<file path="config.mk">
export PLATFORM = sky130hd
export DESIGN_NAME = viterbi_hard_decoder
export DESIGN_NICKNAME = d
export VERILOG_FILES = /design/src/rtl/viterbi_pkg.sv /design/src/rtl/viterbi_acs.sv /design/src/rtl/viterbi_hard_decoder.sv
export SDC_FILE = /design/constraint.sdc
export NUM_CORES = 1
export LEC_CHECK = 0
export ABC_AREA = 1
export CAP_MARGIN = 20
export CORE_UTILIZATION = 53
export CTS_CLUSTER_SIZE = 8
export DETAILED_ROUTE_END_ITERATION = 10
export GPL_TIMING_DRIVEN = 0
export PLACE_DENSITY = 0.81
export SLEW_MARGIN = 0
export SYNTH_ARGS = -nofsm -noshare
export SYNTH_HDL_FRONTEND = slang
export SYNTH_SLANG_ARGS = --single-unit
</file>
<file path="constraint.sdc">
create_clock -name clk -period 5.5 [get_ports clk]
set_clock_uncertainty 0.1 [all_clocks]
set_input_delay 1.1 -clock clk [delete_from_list [all_inputs] [get_ports clk]]
set_output_delay 1.1 -clock clk [all_outputs]
set_load 0.01 [all_outputs]
</file>
<file path="src/rtl/viterbi_pkg.sv">
// Shared constants, FSM encoding and code-model helpers for the hard-decision Viterbi decoder.
// Latency: none (types, constants and pure functions only).
// Backpressure: not applicable.
package viterbi_pkg;

    // Generator taps over the shift register {u[k+2], u[k+1], u[k]}
    localparam logic [2:0] G0 = 3'b111;
    localparam logic [2:0] G1 = 3'b101;
    localparam int NUM_STATES = 4;

    typedef enum logic [1:0] {
        ACS   = 2'd0,
        FIND  = 2'd1,
        TRACE = 2'd2,
        DONE  = 2'd3
    } vit_state_e;

    // Code symbol {c1, c0} emitted when bit b enters from state prev_state = {a1, a0}
    function automatic logic [1:0] expected_sym(input logic [1:0] prev_state, input logic b);
        logic [2:0] sr;
        sr = {b, prev_state};
        return {^(sr & G1), ^(sr & G0)};
    endfunction

    // Hamming distance between two 2-bit symbols (0..2)
    function automatic logic [1:0] hamming2(input logic [1:0] a, input logic [1:0] b);
        logic [1:0] x;
        x = a ^ b;
        return {1'b0, x[1]} + {1'b0, x[0]};
    endfunction

endpackage

</file>
<file path="src/rtl/viterbi_acs.sv">
// Add-compare-select for one trellis state: picks the cheaper of its two predecessors.
// Latency: purely combinational.
// Backpressure: none; the caller decides when the result is registered.
module viterbi_acs #(
    parameter int PM_W = 7
) (
    input  logic [PM_W-1:0] pm_a0,   // metric of predecessor with a0 = 0
    input  logic [PM_W-1:0] pm_a1,   // metric of predecessor with a0 = 1
    input  logic [1:0]      bm_a0,
    input  logic [1:0]      bm_a1,
    output logic [PM_W-1:0] pm_new,
    output logic            dec
);

    logic [PM_W-1:0] sum_a0;
    logic [PM_W-1:0] sum_a1;

    // Tie goes to the a0 = 0 predecessor, so only a strictly smaller sum selects a0 = 1
    always_comb begin
        sum_a0 = pm_a0 + PM_W'(bm_a0);
        sum_a1 = pm_a1 + PM_W'(bm_a1);
        dec    = (sum_a1 < sum_a0);
        pm_new = dec ? sum_a1 : sum_a0;
    end

endmodule

</file>
<file path="src/rtl/viterbi_hard_decoder.sv">
// Rate-1/2 K=3 hard-decision Viterbi decoder: ACS per symbol, one traceback per frame.
// Latency: result valid N_SYM+2 cycles after the last symbol handshake.
// Backpressure: sym_ready low outside ACS; result held until out_ready, no new symbols taken meanwhile.
module viterbi_hard_decoder
    import viterbi_pkg::*;
#(
    parameter int N_SYM = 30,
    parameter int PM_W  = 7
) (
    input  logic               clk,
    input  logic               rst_n,
    input  logic [1:0]         sym,
    input  logic               sym_valid,
    output logic               sym_ready,
    output logic [N_SYM+1:0]   out_bits,
    output logic [PM_W-1:0]    out_metric,
    output logic               out_valid,
    input  logic               out_ready
);

    localparam int CNT_W = $clog2(N_SYM);
    localparam logic [CNT_W-1:0] LAST_K = CNT_W'(N_SYM - 1);

    vit_state_e              state_q, state_d;
    logic [CNT_W-1:0]        cnt_q, cnt_d;
    logic [PM_W-1:0]         pm_q [NUM_STATES];
    logic [PM_W-1:0]         pm_d [NUM_STATES];
    logic [1:0]              tb_state_q, tb_state_d;
    logic [N_SYM+1:0]        bits_q, bits_d;
    logic [PM_W-1:0]         metric_q, metric_d;
    logic [NUM_STATES-1:0]   surv_q [N_SYM];
    logic [NUM_STATES-1:0]   surv_d [N_SYM];

    logic                    acs_en;
    logic                    find_en;
    logic                    trace_en;
    logic                    clear_en;
    logic                    trace_dec;
    logic [1:0]              best;
    logic [PM_W-1:0]         acs_pm [NUM_STATES];
    logic [NUM_STATES-1:0]   acs_dec;

    // One ACS per next state {b, a1}; its predecessors are {a1, 0} and {a1, 1}
    for (genvar ns = 0; ns < NUM_STATES; ns++) begin : g_acs
        localparam logic [1:0] NS = 2'(ns);
        localparam logic [1:0] P0 = {NS[0], 1'b0};
        localparam logic [1:0] P1 = {NS[0], 1'b1};

        logic [1:0] bm_a0;
        logic [1:0] bm_a1;

        assign bm_a0 = hamming2(sym, expected_sym(P0, NS[1]));
        assign bm_a1 = hamming2(sym, expected_sym(P1, NS[1]));

        viterbi_acs #(.PM_W(PM_W)) u_acs (
            .pm_a0  (pm_q[P0]),
            .pm_a1  (pm_q[P1]),
            .bm_a0  (bm_a0),
            .bm_a1  (bm_a1),
            .pm_new (acs_pm[ns]),
            .dec    (acs_dec[ns])
        );
    end

    assign trace_dec  = surv_q[cnt_q][tb_state_q];
    assign acs_en     = sym_valid && sym_ready;
    assign clear_en   = out_valid && out_ready;
    assign out_bits   = bits_q;
    assign out_metric = metric_q;

    // FSM state register
    always_ff @(posedge clk or negedge rst_n) begin
        if (!rst_n) begin
            state_q <= ACS;
        end else begin
            state_q <= state_d;
        end
    end

    // FSM next state: symbols, one argmin cycle, N_SYM traceback cycles, hold result
    always_comb begin
        state_d = state_q;
        unique case (state_q)
            ACS:     if (sym_valid && cnt_q == LAST_K) state_d = FIND;
            FIND:    state_d = TRACE;
            TRACE:   if (cnt_q == '0) state_d = DONE;
            DONE:    if (out_ready) state_d = ACS;
            default: state_d = ACS;
        endcase
    end

    // FSM outputs and per-state datapath enables
    always_comb begin
        sym_ready = 1'b0;
        out_valid = 1'b0;
        find_en   = 1'b0;
        trace_en  = 1'b0;
        case (state_q)
            ACS:     sym_ready = 1'b1;
            FIND:    find_en   = 1'b1;
            TRACE:   trace_en  = 1'b1;
            DONE:    out_valid = 1'b1;
            default: sym_ready = 1'b0;
        endcase
    end

    // Datapath: metrics and counter in ACS, argmin in FIND, walk survivors backwards in TRACE
    always_comb begin
        cnt_d      = cnt_q;
        pm_d       = pm_q;
        tb_state_d = tb_state_q;
        bits_d     = bits_q;
        metric_d   = metric_q;
        best       = 2'd0;

        if (acs_en) begin
            pm_d = acs_pm;
            // Counter parks on the last index so traceback starts from row N_SYM-1
            if (cnt_q != LAST_K) cnt_d = cnt_q + 1'b1;
        end

        if (find_en) begin
            for (int s = 1; s < NUM_STATES; s++) begin
                if (pm_q[s] < pm_q[best]) best = 2'(s);
            end
            tb_state_d      = best;
            bits_d[N_SYM+1] = best[1];
            bits_d[N_SYM]   = best[0];
            metric_d        = pm_q[best];
        end

        if (trace_en) begin
            bits_d[cnt_q] = trace_dec;
            tb_state_d    = {tb_state_q[0], trace_dec};
            if (cnt_q != '0) cnt_d = cnt_q - 1'b1;
        end

        // Start state is unknown, so every frame begins with all metrics equal
        if (clear_en) begin
            cnt_d = '0;
            for (int s = 0; s < NUM_STATES; s++) pm_d[s] = '0;
        end
    end

    // Survivor row k records every state's decision bit for symbol k
    always_comb begin
        surv_d = surv_q;
        if (acs_en) surv_d[cnt_q] = acs_dec;
    end

    // Survivor memory has no reset: every row is rewritten before traceback reads it
    always_ff @(posedge clk) begin
        surv_q <= surv_d;
    end

    // Datapath registers
    always_ff @(posedge clk or negedge rst_n) begin
        if (!rst_n) begin
            cnt_q      <= '0;
            tb_state_q <= '0;
            bits_q     <= '0;
            metric_q   <= '0;
            for (int s = 0; s < NUM_STATES; s++) pm_q[s] <= '0;
        end else begin
            cnt_q      <= cnt_d;
            tb_state_q <= tb_state_d;
            bits_q     <= bits_d;
            metric_q   <= metric_d;
            pm_q       <= pm_d;
        end
    end

endmodule
</file>
**After elaboration in Yosys (flattened, before gate mapping)**

Cells that the tools add are included.

- Register bits after elaboration: 196
- Word-level logic and storage cells: 144
- Bits of input ports: 6

- Mux-type cells: 49
- $lt $le $gt $ge: 15
- Equal/unequal tests: 8
- Add/sub/neg operators: 14
- Reductions and logical operators: 11
- Bitwise gates (word level): 7

Operator list:

| operator | number |
|---|---|
| $bwmux W120 | 1 |
| $mux W7 | 10 |
| $add A7 B2 Y7 | 8 |
| $mux W28 | 2 |
| $lt A7 B7 Y1 | 7 |
| $bmux W7 S2 | 3 |
| $bwmux W32 | 1 |
| $mux W32 | 1 |
| $mux W5 | 5 |
| $mux W2 | 11 |
| $bmux W4 S5 | 1 |
| $demux W4 S5 | 1 |
| $mux W4 | 3 |
| $ge A3 B3 Y1 const B | 3 |
| $not A2 Y3 | 3 |
| $add A1 B1 Y2 | 4 |
| $pmux W2 S4 | 1 |
| $mux W1 | 7 |
| $ge A6 B6 Y1 const B | 1 |
| $lt A5 B6 Y1 const B | 1 |
| $lt A6 B1 Y1 const B | 1 |
| $ne A2 B2 Y1 const B | 3 |
| $not A5 Y6 | 1 |
| $add A5 B1 Y5 const B | 1 |
| other kinds (17) | 24 |

**Logic depth before layout (Yosys ltp)**

- Word-level depth: 21
- Depth in mapped cells: 34
- Mapped depth without buffers: 33

**Hierarchy**

From an unflattened synthesis, not the netlist that was laid out.

- Cell total of the unflattened synthesis: 1367
- Area, all modules: 11558.6 um^2

Modules (own cells, without submodules):

| module | area each (um^2) | sequential area each (um^2) | instances | cells each |
|---|---|---|---|---|
| viterbi_hard_decoder | 9046.2 | 5505.3 | 1 | 907 |
| viterbi_acs (g_acs[0].u_acs ...) | 643.1 | 0.0 | 2 | 115 |
| viterbi_acs (g_acs[2].u_acs ...) | 613.1 | 0.0 | 2 | 115 |

**Worst setup path after synthesis**

OpenSTA, ideal clock, no wires.

- Kind: register to register
- Start point: register pm_q[23] in the netlist's numbering
- End point: register metric_q[3] (netlist: out_metric[3])
- Slack: 0.668 ns
- Arrival: 4.612 ns
- Stages on the path, launching flop included: 32
- Period minus slack after synthesis: 4.832 ns
- Library setup time: 0.120 ns
- Cell sequence: dfrtp_1 > clkbuf_1 > inv_1 > ha_1 > nand2_1 > clkinv_1 > nand2_1 > nand2_1 > nand2_1 > nand2_2 > buf_2 > o21ai_0 > inv_1 > ha_1 > a21oi_1 > nor2_1 > a211oi_1 > nand2_4 > inv_1 > buf_2 > nand2_1 > o21ai_0 > inv_1 > ha_1 > a21oi_1 > nor2_1 > a211oi_1 > nand2_4 > nand2_4 > nand3_1 > nand2_1 > a21oi_2

- Longest elaborated chain between the ends: 21

RTL lines:

| element | line | RTL |
|---|---|---|
| start, declared | viterbi_hard_decoder.sv:26 | `logic [PM_W-1:0] pm_q [NUM_STATES];` |
| start signal, assigned | viterbi_hard_decoder.sv:169 | `pm_q <= pm_d;` |
| $lt A7 B7 Y1 | viterbi_hard_decoder.sv:124 | `if (pm_q[s] < pm_q[best]) best = 2'(s);` |
| $mux W1 | viterbi_hard_decoder.sv:124 |  |
| $mux W2 | viterbi_hard_decoder.sv:122 | `if (find_en) begin` |
| $not A2 Y3 (not written as such) | viterbi_hard_decoder.sv:124 |  |
| $bmux W7 S2 | viterbi_hard_decoder.sv:124 |  |
| $mux W7 (not written as such) (2 in a row) | viterbi_hard_decoder.sv:124 |  |
| $lt A7 B7 Y1 | viterbi_hard_decoder.sv:124 |  |
| $mux W2 | viterbi_hard_decoder.sv:124 |  |
| (+2 left out) | n/a |  |
| $bmux W7 S2 | viterbi_hard_decoder.sv:124 |  |
| $mux W7 (not written as such) (2 in a row) | viterbi_hard_decoder.sv:124 |  |
| $lt A7 B7 Y1 | viterbi_hard_decoder.sv:124 |  |
| $mux W2 (*) | viterbi_hard_decoder.sv:124 |  |
| $mux W2 (*) | viterbi_hard_decoder.sv:122 |  |
| $not A2 Y3 (not written as such) (*) | viterbi_hard_decoder.sv:129 | `metric_d = pm_q[best];` |
| $bmux W7 S2 (*) | viterbi_hard_decoder.sv:129 |  |
| $mux W7 (not written as such) (*) (2 in a row) | viterbi_hard_decoder.sv:129 |  |
| end signal, assigned | viterbi_hard_decoder.sv:168 | `metric_q <= metric_d;` |
| end, declared | viterbi_hard_decoder.sv:30 | `logic [PM_W-1:0] metric_q, metric_d;` |

Mark *: on every way between the ends. The rest lies on a longest branch, timed or not. The select of a mux whose other input is x is not followed.
A chain may end at the register's enable or synchronous reset.

**Final worst setup path**

- Start point: register pm_q[26] in the netlist's numbering
- End point: register metric_q[2] (netlist: out_metric[2])

The elaborated chain is that of the path after synthesis.

==> results.md <==
* Status: completed
* Total die area at about 21,000 um^2
* Commonest non-fill, non-tap cell in the layout: nand2_1
* Hold Violations, Final at 0
* Worst skew pair latency at 0.44 ns
* H-tree Lvls at 4
* Number of port buffers at 46
* Total iterations of the first detailed-routing run at 6
* Final std cells w/o fill at 1,493
* Critical path type: reg -> reg
* Clock buffer count from CTS at 17
* Seq cells post-synth at just under 200
* Final worst path period need at around 5.1 ns
* Longest Clk Path Bufs at 2
* Syn Std Cell Area at 10,700 um^2
* Commonest non-fill, non-tap cells in the layout: 178 x nand2_1, 144 x nor2_1, 120 x edfxtp_1
* R2r endpoint: out_metric[2]
* P&R area growth vs syn at 13.6%
* Worst path slowest cell: dfrtp_1
* TritonCTS clock tree: done
* Max stage delay on crit path at roughly 0.47 ns
* Gr ovfl total at 0
* WL final at a little under 30,000 um
* DP Wirelength at roughly 20,000 um
* IO Pins at 47
* Routed len/inst at around 19 um
* Clk slew on worst S/H paths at roughly 0.08 ns
* Antenna viol nets, final at 0
* First-pass GRT wire length at between 40,000 and 50,000 um
* First DRT Iteration DRCs at 1,128
* Crit path DAT at ~5.3 ns
* Starting Density at 0.546
* Post-CTS setup buffers at 0
* Library cells used by synthesis at 40
* Top cell by count, worst path: nand2_1
* Total GRT Usage at 0.292
* Core area at 19,700 um^2
* Worst reg-to-reg setup slack at around 0.42 ns
* # DRC at 0
* Worst R2R Start: pm_q[26]
* Post-Synthesis Cells at 1,151
* Clk root buf: clkbuf_16
* Worst slew pin tran at between 1 and 1.5 ns
* Die W at 144 um
* # nets final at 1,296
* Placed Cells at 1,463
* Layout cell share with drive strength beyond 1 at 0.0676
* Endpoint class of the critical path: register
* Post-Synthesis Net Count at approximately 1,200
* Vias post-DR at around 8,900
* RSZ-0062 raised after global routing: false
* Critical Path Fanout Max at 13
* Chip height at ~140 um
* Warnings, synthesis at 0
* Post-layout util at 0.620
* Max Cap Viol at 0
* Min-delay src: out_bits[6]
* Max Slew Vio Count at 0
* Vias in the first global route at slightly below 9,000
* Hold depth at 1
* Initial antenna violation count at 0
* Via-to-Cell Ratio at 5.97
* Crit path launch type: register
* Diode count at 0
* Final setup violation count at 0
* Final Cycle Share at 0.924
* Sink Count at 196
* WP data required at 5.74 ns
* Max frequency at roughly 200 MHz
* Row count at slightly above 50
* Rel. slew slack at 0.244
* Sequential area share after synthesis at 0.513
* Largest net degree at the start of global routing at between 50 and 60
* Worst Hold Path EP: out_bits[6]
* Worst hold-check path type: reg -> reg
* Reg2reg path depth at 28
* Routability Congestion at around 1.0
* Syn Area/Cell at about 9.3 um^2
[worst max-delay path: cells and delay by family, from the launching register on]
| family | cells | cell delay [ns] |
|---|---|---|
| flip-flops | 1 | 0.47 |
| AND/OR/NAND/NOR | 13 | 1.72 |
| AO/OA/AOI/OAI | 7 | 1.19 |
| adder cells (fa/ha/maj) | 3 | 0.87 |
| buffers and inverters | 5 | 0.65 |
[stage by stage]
step / hold slack, ns / TNS [ns] / setup slack [ns] / instance area (um^2)
floorplan: 0.416 / 0 / 0.668 / 10700
global placement: 0.371 / -2.82 / -0.290 / 11500
detailed placement: 0.383 / -4.57 / -0.450 / 11500
CTS: 0.402 / 0 / 0.114 / 12100
global route: 0.422 / 0 / 0.0498 / 12200
finish: 0.401 / 0 / 0.416 / 12200
[sequential cells by signal (all words and copies together) (netlist names)]
name and count:
cnt_q 5, out_bits 32, out_metric 7, pm_q 28, state_q 2, surv_q 120, tb_state_q 2
[cells in the mapped netlist]
cell / count / area, um^2
a211oi_1: 3 / 22.5
a21o_1: 2 / 15.0
a21oi_1: 57 / 285
a21oi_2: 8 / 70.1
a21oi_4: 1 / 16.3
a221oi_1: 2 / 17.5
a22o_1: 1 / 8.76
a31oi_1: 8 / 50.1
buf_1: 2 / 7.51
buf_2: 15 / 75.1
buf_4: 2 / 15.0
buf_6: 1 / 11.3
clkbuf_1: 27 / 101
clkinv_1: 1 / 3.75
dfrtp_1: 76 / 1900
edfxtp_1: 120 / 3600
fa_1: 8 / 160
ha_1: 67 / 838
inv_1: 103 / 387
inv_2: 4 / 15.0
nand2_1: 178 / 668
nand2_2: 8 / 50.1
nand2_4: 3 / 33.8
nand3_1: 44 / 220
nand4_1: 15 / 93.8
nor2_1: 144 / 541
nor3_1: 25 / 125
nor4_1: 1 / 6.26
o211ai_1: 2 / 15.0
o21a_1: 11 / 82.6
o21ai_0: 119 / 596
o21ai_1: 1 / 5.00
o221a_2: 1 / 11.3
o221ai_1: 1 / 8.76
o22ai_1: 45 / 282
o2bb2ai_1: 2 / 17.5
o31ai_1: 4 / 30.0
or2_2: 2 / 12.5
xnor2_1: 1 / 8.76
xor2_1: 36 / 315
[worst max path at each step]
stage              from  cells after the start  slack, ns       endpoint
6_report       pm_q[26]                     28       0.42  out_metric[2]
4_1_cts        pm_q[23]                     31       0.11  out_metric[2]
2_1_floorplan  pm_q[23]                     31       0.67  out_metric[3]
5_1_grt        pm_q[26]                     28       0.05  out_metric[3]
3_3_place_gp   pm_q[23]                     31      -0.29  out_metric[3]
3_5_place_dp   pm_q[23]                     31      -0.45  out_metric[3]
[what timing repair did]
item,in CTS,in global routing
endpoints found under the setup margin,11,11
hold buffers,0,0
gates resized for setup,6,5
[logic make-up (layout without fill, tap and decap cells)]
kind of cell	count (synthesis)	in the layout	synth area share
AND/OR/NAND/NOR	420	420	0.163
AO/OA/AOI/OAI	268	268	0.143
flip-flops	196	196	0.513
buffers and inverters	155	232	0.0574
adder cells (fa/ha/maj)	75	75	0.0931
XOR/XNOR	37	37	0.0302
[per-layer routing]
layer  wire (um)  vias to the layer above  global-route usage
met5           0                        -                   0
met4        1100                        0               0.131
met3        2820                       95              0.0477
met2       13700                      539               0.478
met1       11400                     4186               0.383
li1            -                     4099                   -
[final cells by class]
class / count / area, um^2
fill: 1600 / 7470
sequential: 196 / 5510
multi-input combinational: 800 / 4630
timing repair buffer: 48 / 513
clock buffer: 19 / 433
inverter: 108 / 405
tap: 265 / 332
buffer: 44 / 198
clock inverter: 13 / 163
Power is not shown: default switching activity piles up to over one toggle a cycle in this logic, so the estimate is an artifact.
==> variant: new RTL, same flow settings <==
`PM_W` is set to 7 in 2 places; all go to 5.
--- a/src/rtl/viterbi_acs.sv
+++ b/src/rtl/viterbi_acs.sv
@@ -2,7 +2,7 @@
 // Latency: purely combinational.
 // Backpressure: none; the caller decides when the result is registered.
 module viterbi_acs #(
-    parameter int PM_W = 7
+    parameter int PM_W = 5
 ) (
     input  logic [PM_W-1:0] pm_a0,   // metric of predecessor with a0 = 0
     input  logic [PM_W-1:0] pm_a1,   // metric of predecessor with a0 = 1
--- a/src/rtl/viterbi_hard_decoder.sv
+++ b/src/rtl/viterbi_hard_decoder.sv
@@ -5,7 +5,7 @@
     import viterbi_pkg::*;
 #(
     parameter int N_SYM = 30,
-    parameter int PM_W  = 7
+    parameter int PM_W  = 5
 ) (
     input  logic               clk,
     input  logic               rst_n,
Ports: changed (resized out_metric); port bits go from 47 to 45. The function was not compared with the original's and may differ.
==> variant against the original RTL <==
Setup slack worse by 0.020 ns; cell area is 9.0% lower; worst hold slack lost 0.012 ns; routed wire length is 12% lower; utilization is 0.091 points lower; highest routed layer unchanged; sequential cell count decreased by 10; area after synthesis fell by 9.8%.
Power is not shown: default switching activity piles up to over one toggle a cycle in this logic, so the estimate is an artifact.
==> variant: results (changes against the original RTL) <==
<table>
<tr><th>Metric</th><th>Value</th></tr>
<tr><th colspan="2">Synth</th></tr>
<tr><td>Post-synthesis register bit count</td><td>186 (-5.1%)</td></tr>
<tr><td>Sequential-to-total area share from yosys stat</td><td>0.543 (+0.0297)</td></tr>
<tr><td>Synth unique cells</td><td>39 (-2.5%)</td></tr>
<tr><td>Synth async-reset ratio</td><td>0.355 (-0.0329)</td></tr>
<tr><td>Adder and majority gate portion of the synthesized area</td><td>0.0851 (-0.00802)</td></tr>
<tr><th colspan="2">Timing</th></tr>
<tr><td>Final worst path period share</td><td>0.928 (+0.00363)</td></tr>
<tr><td>Tightest hold margin</td><td>0.389 ns (-0.0123 ns)</td></tr>
<tr><th colspan="2">Routing</th></tr>
<tr><td>Routed vias</td><td>7885 (-12%)</td></tr>
<tr><td>DR iter-0 viols</td><td>992 (-12%)</td></tr>
<tr><td>Routed length per placed instance</td><td>19.5 µm (+0.59%)</td></tr>
<tr><td>Detailed route wirelength on metal2</td><td>12.3 mm (-10%)</td></tr>
<tr><th colspan="2">Finish</th></tr>
<tr><td>Data-path buffer share of cell area in the final layout</td><td>0.0668 (+0.00851)</td></tr>
<tr><td>Number of clock buffers in the layout</td><td>18 (-1)</td></tr>
<tr><td>Clock network share of area</td><td>0.0534 (+0.00452)</td></tr>
<tr><td>Multi-input combinational gate total</td><td>682 (-15%)</td></tr>
<tr><td>Layout net count</td><td>1129 (-13%)</td></tr>
<tr><th colspan="2">Place</th></tr>
<tr><td>Port bufs</td><td>44 (-4.3%)</td></tr>
<tr><td>Half-perimeter wire length after placement</td><td>17.5 mm (-14%)</td></tr>
<tr><td>Total instance count after detailed placement</td><td>1269 (-13%)</td></tr>
<tr><th colspan="2">Global routing</th></tr>
<tr><td>Largest net degree at the start of global routing</td><td>67 (+20%)</td></tr>
<tr><td>GR Util met3</td><td>0.0604 (+0.0127)</td></tr>
<tr><td>Met2 track demand over resource in global routing</td><td>0.450 (-0.0285)</td></tr>
<tr><th colspan="2">Setup path</th></tr>
<tr><td>R2r setup slk</td><td>0.40 ns (-0.02 ns)</td></tr>
<tr><td>Last element of the critical path</td><td>out_metric[1]$_DFFE_PN0N_</td></tr>
<tr><th colspan="2">Worst hold path</th></tr>
<tr><td>Endpoint of the worst hold-timing path</td><td>out_bits[3]$_DFFE_PN0P_</td></tr>
<tr><th colspan="2">Outcome</th></tr>
<tr><td>Outcome</td><td>finished, final reports clean</td></tr>
</table>
[variant: cell count changes in the layout (fill, tap and decap cells not counted), sizes merged, moves of 8 or more]
cell | unedited run | this run
nor2 | 144 | 129
nand3 | 44 | 36
dfrtp | 76 | 66
xor2 | 36 | 23
nand2 | 189 | 158
clkbuf | 44 | 32
a21oi | 66 | 55
inv | 113 | 98
ha | 67 | 53
[variant: what timing repair did]
item / 4_1_cts / 5_1_grt
buffers inserted: 0 / 0
gates resized for setup: 0 / 1
endpoints found under the setup margin: 0 / 9
[variant: stage by stage]
step | util | cell area (µm²)
after global placement | 0.581 | 10400
after detailed placement | 0.581 | 10400
after floorplan | - | 9680
after global routing | 0.619 | 11100
after CTS | 0.614 | 11000
final | 0.619 | 11100
[variant: cell families (layout without fill, tap and decap cells)]
kind of cell / Yosys count / in the layout
buffers and inverters: 128 / 207
AND/OR/NAND/NOR: 361 / 361
flip-flops: 186 / 186
XOR/XNOR: 24 / 24
adder cells (fa/ha/maj): 61 / 61
AO/OA/AOI/OAI: 236 / 236
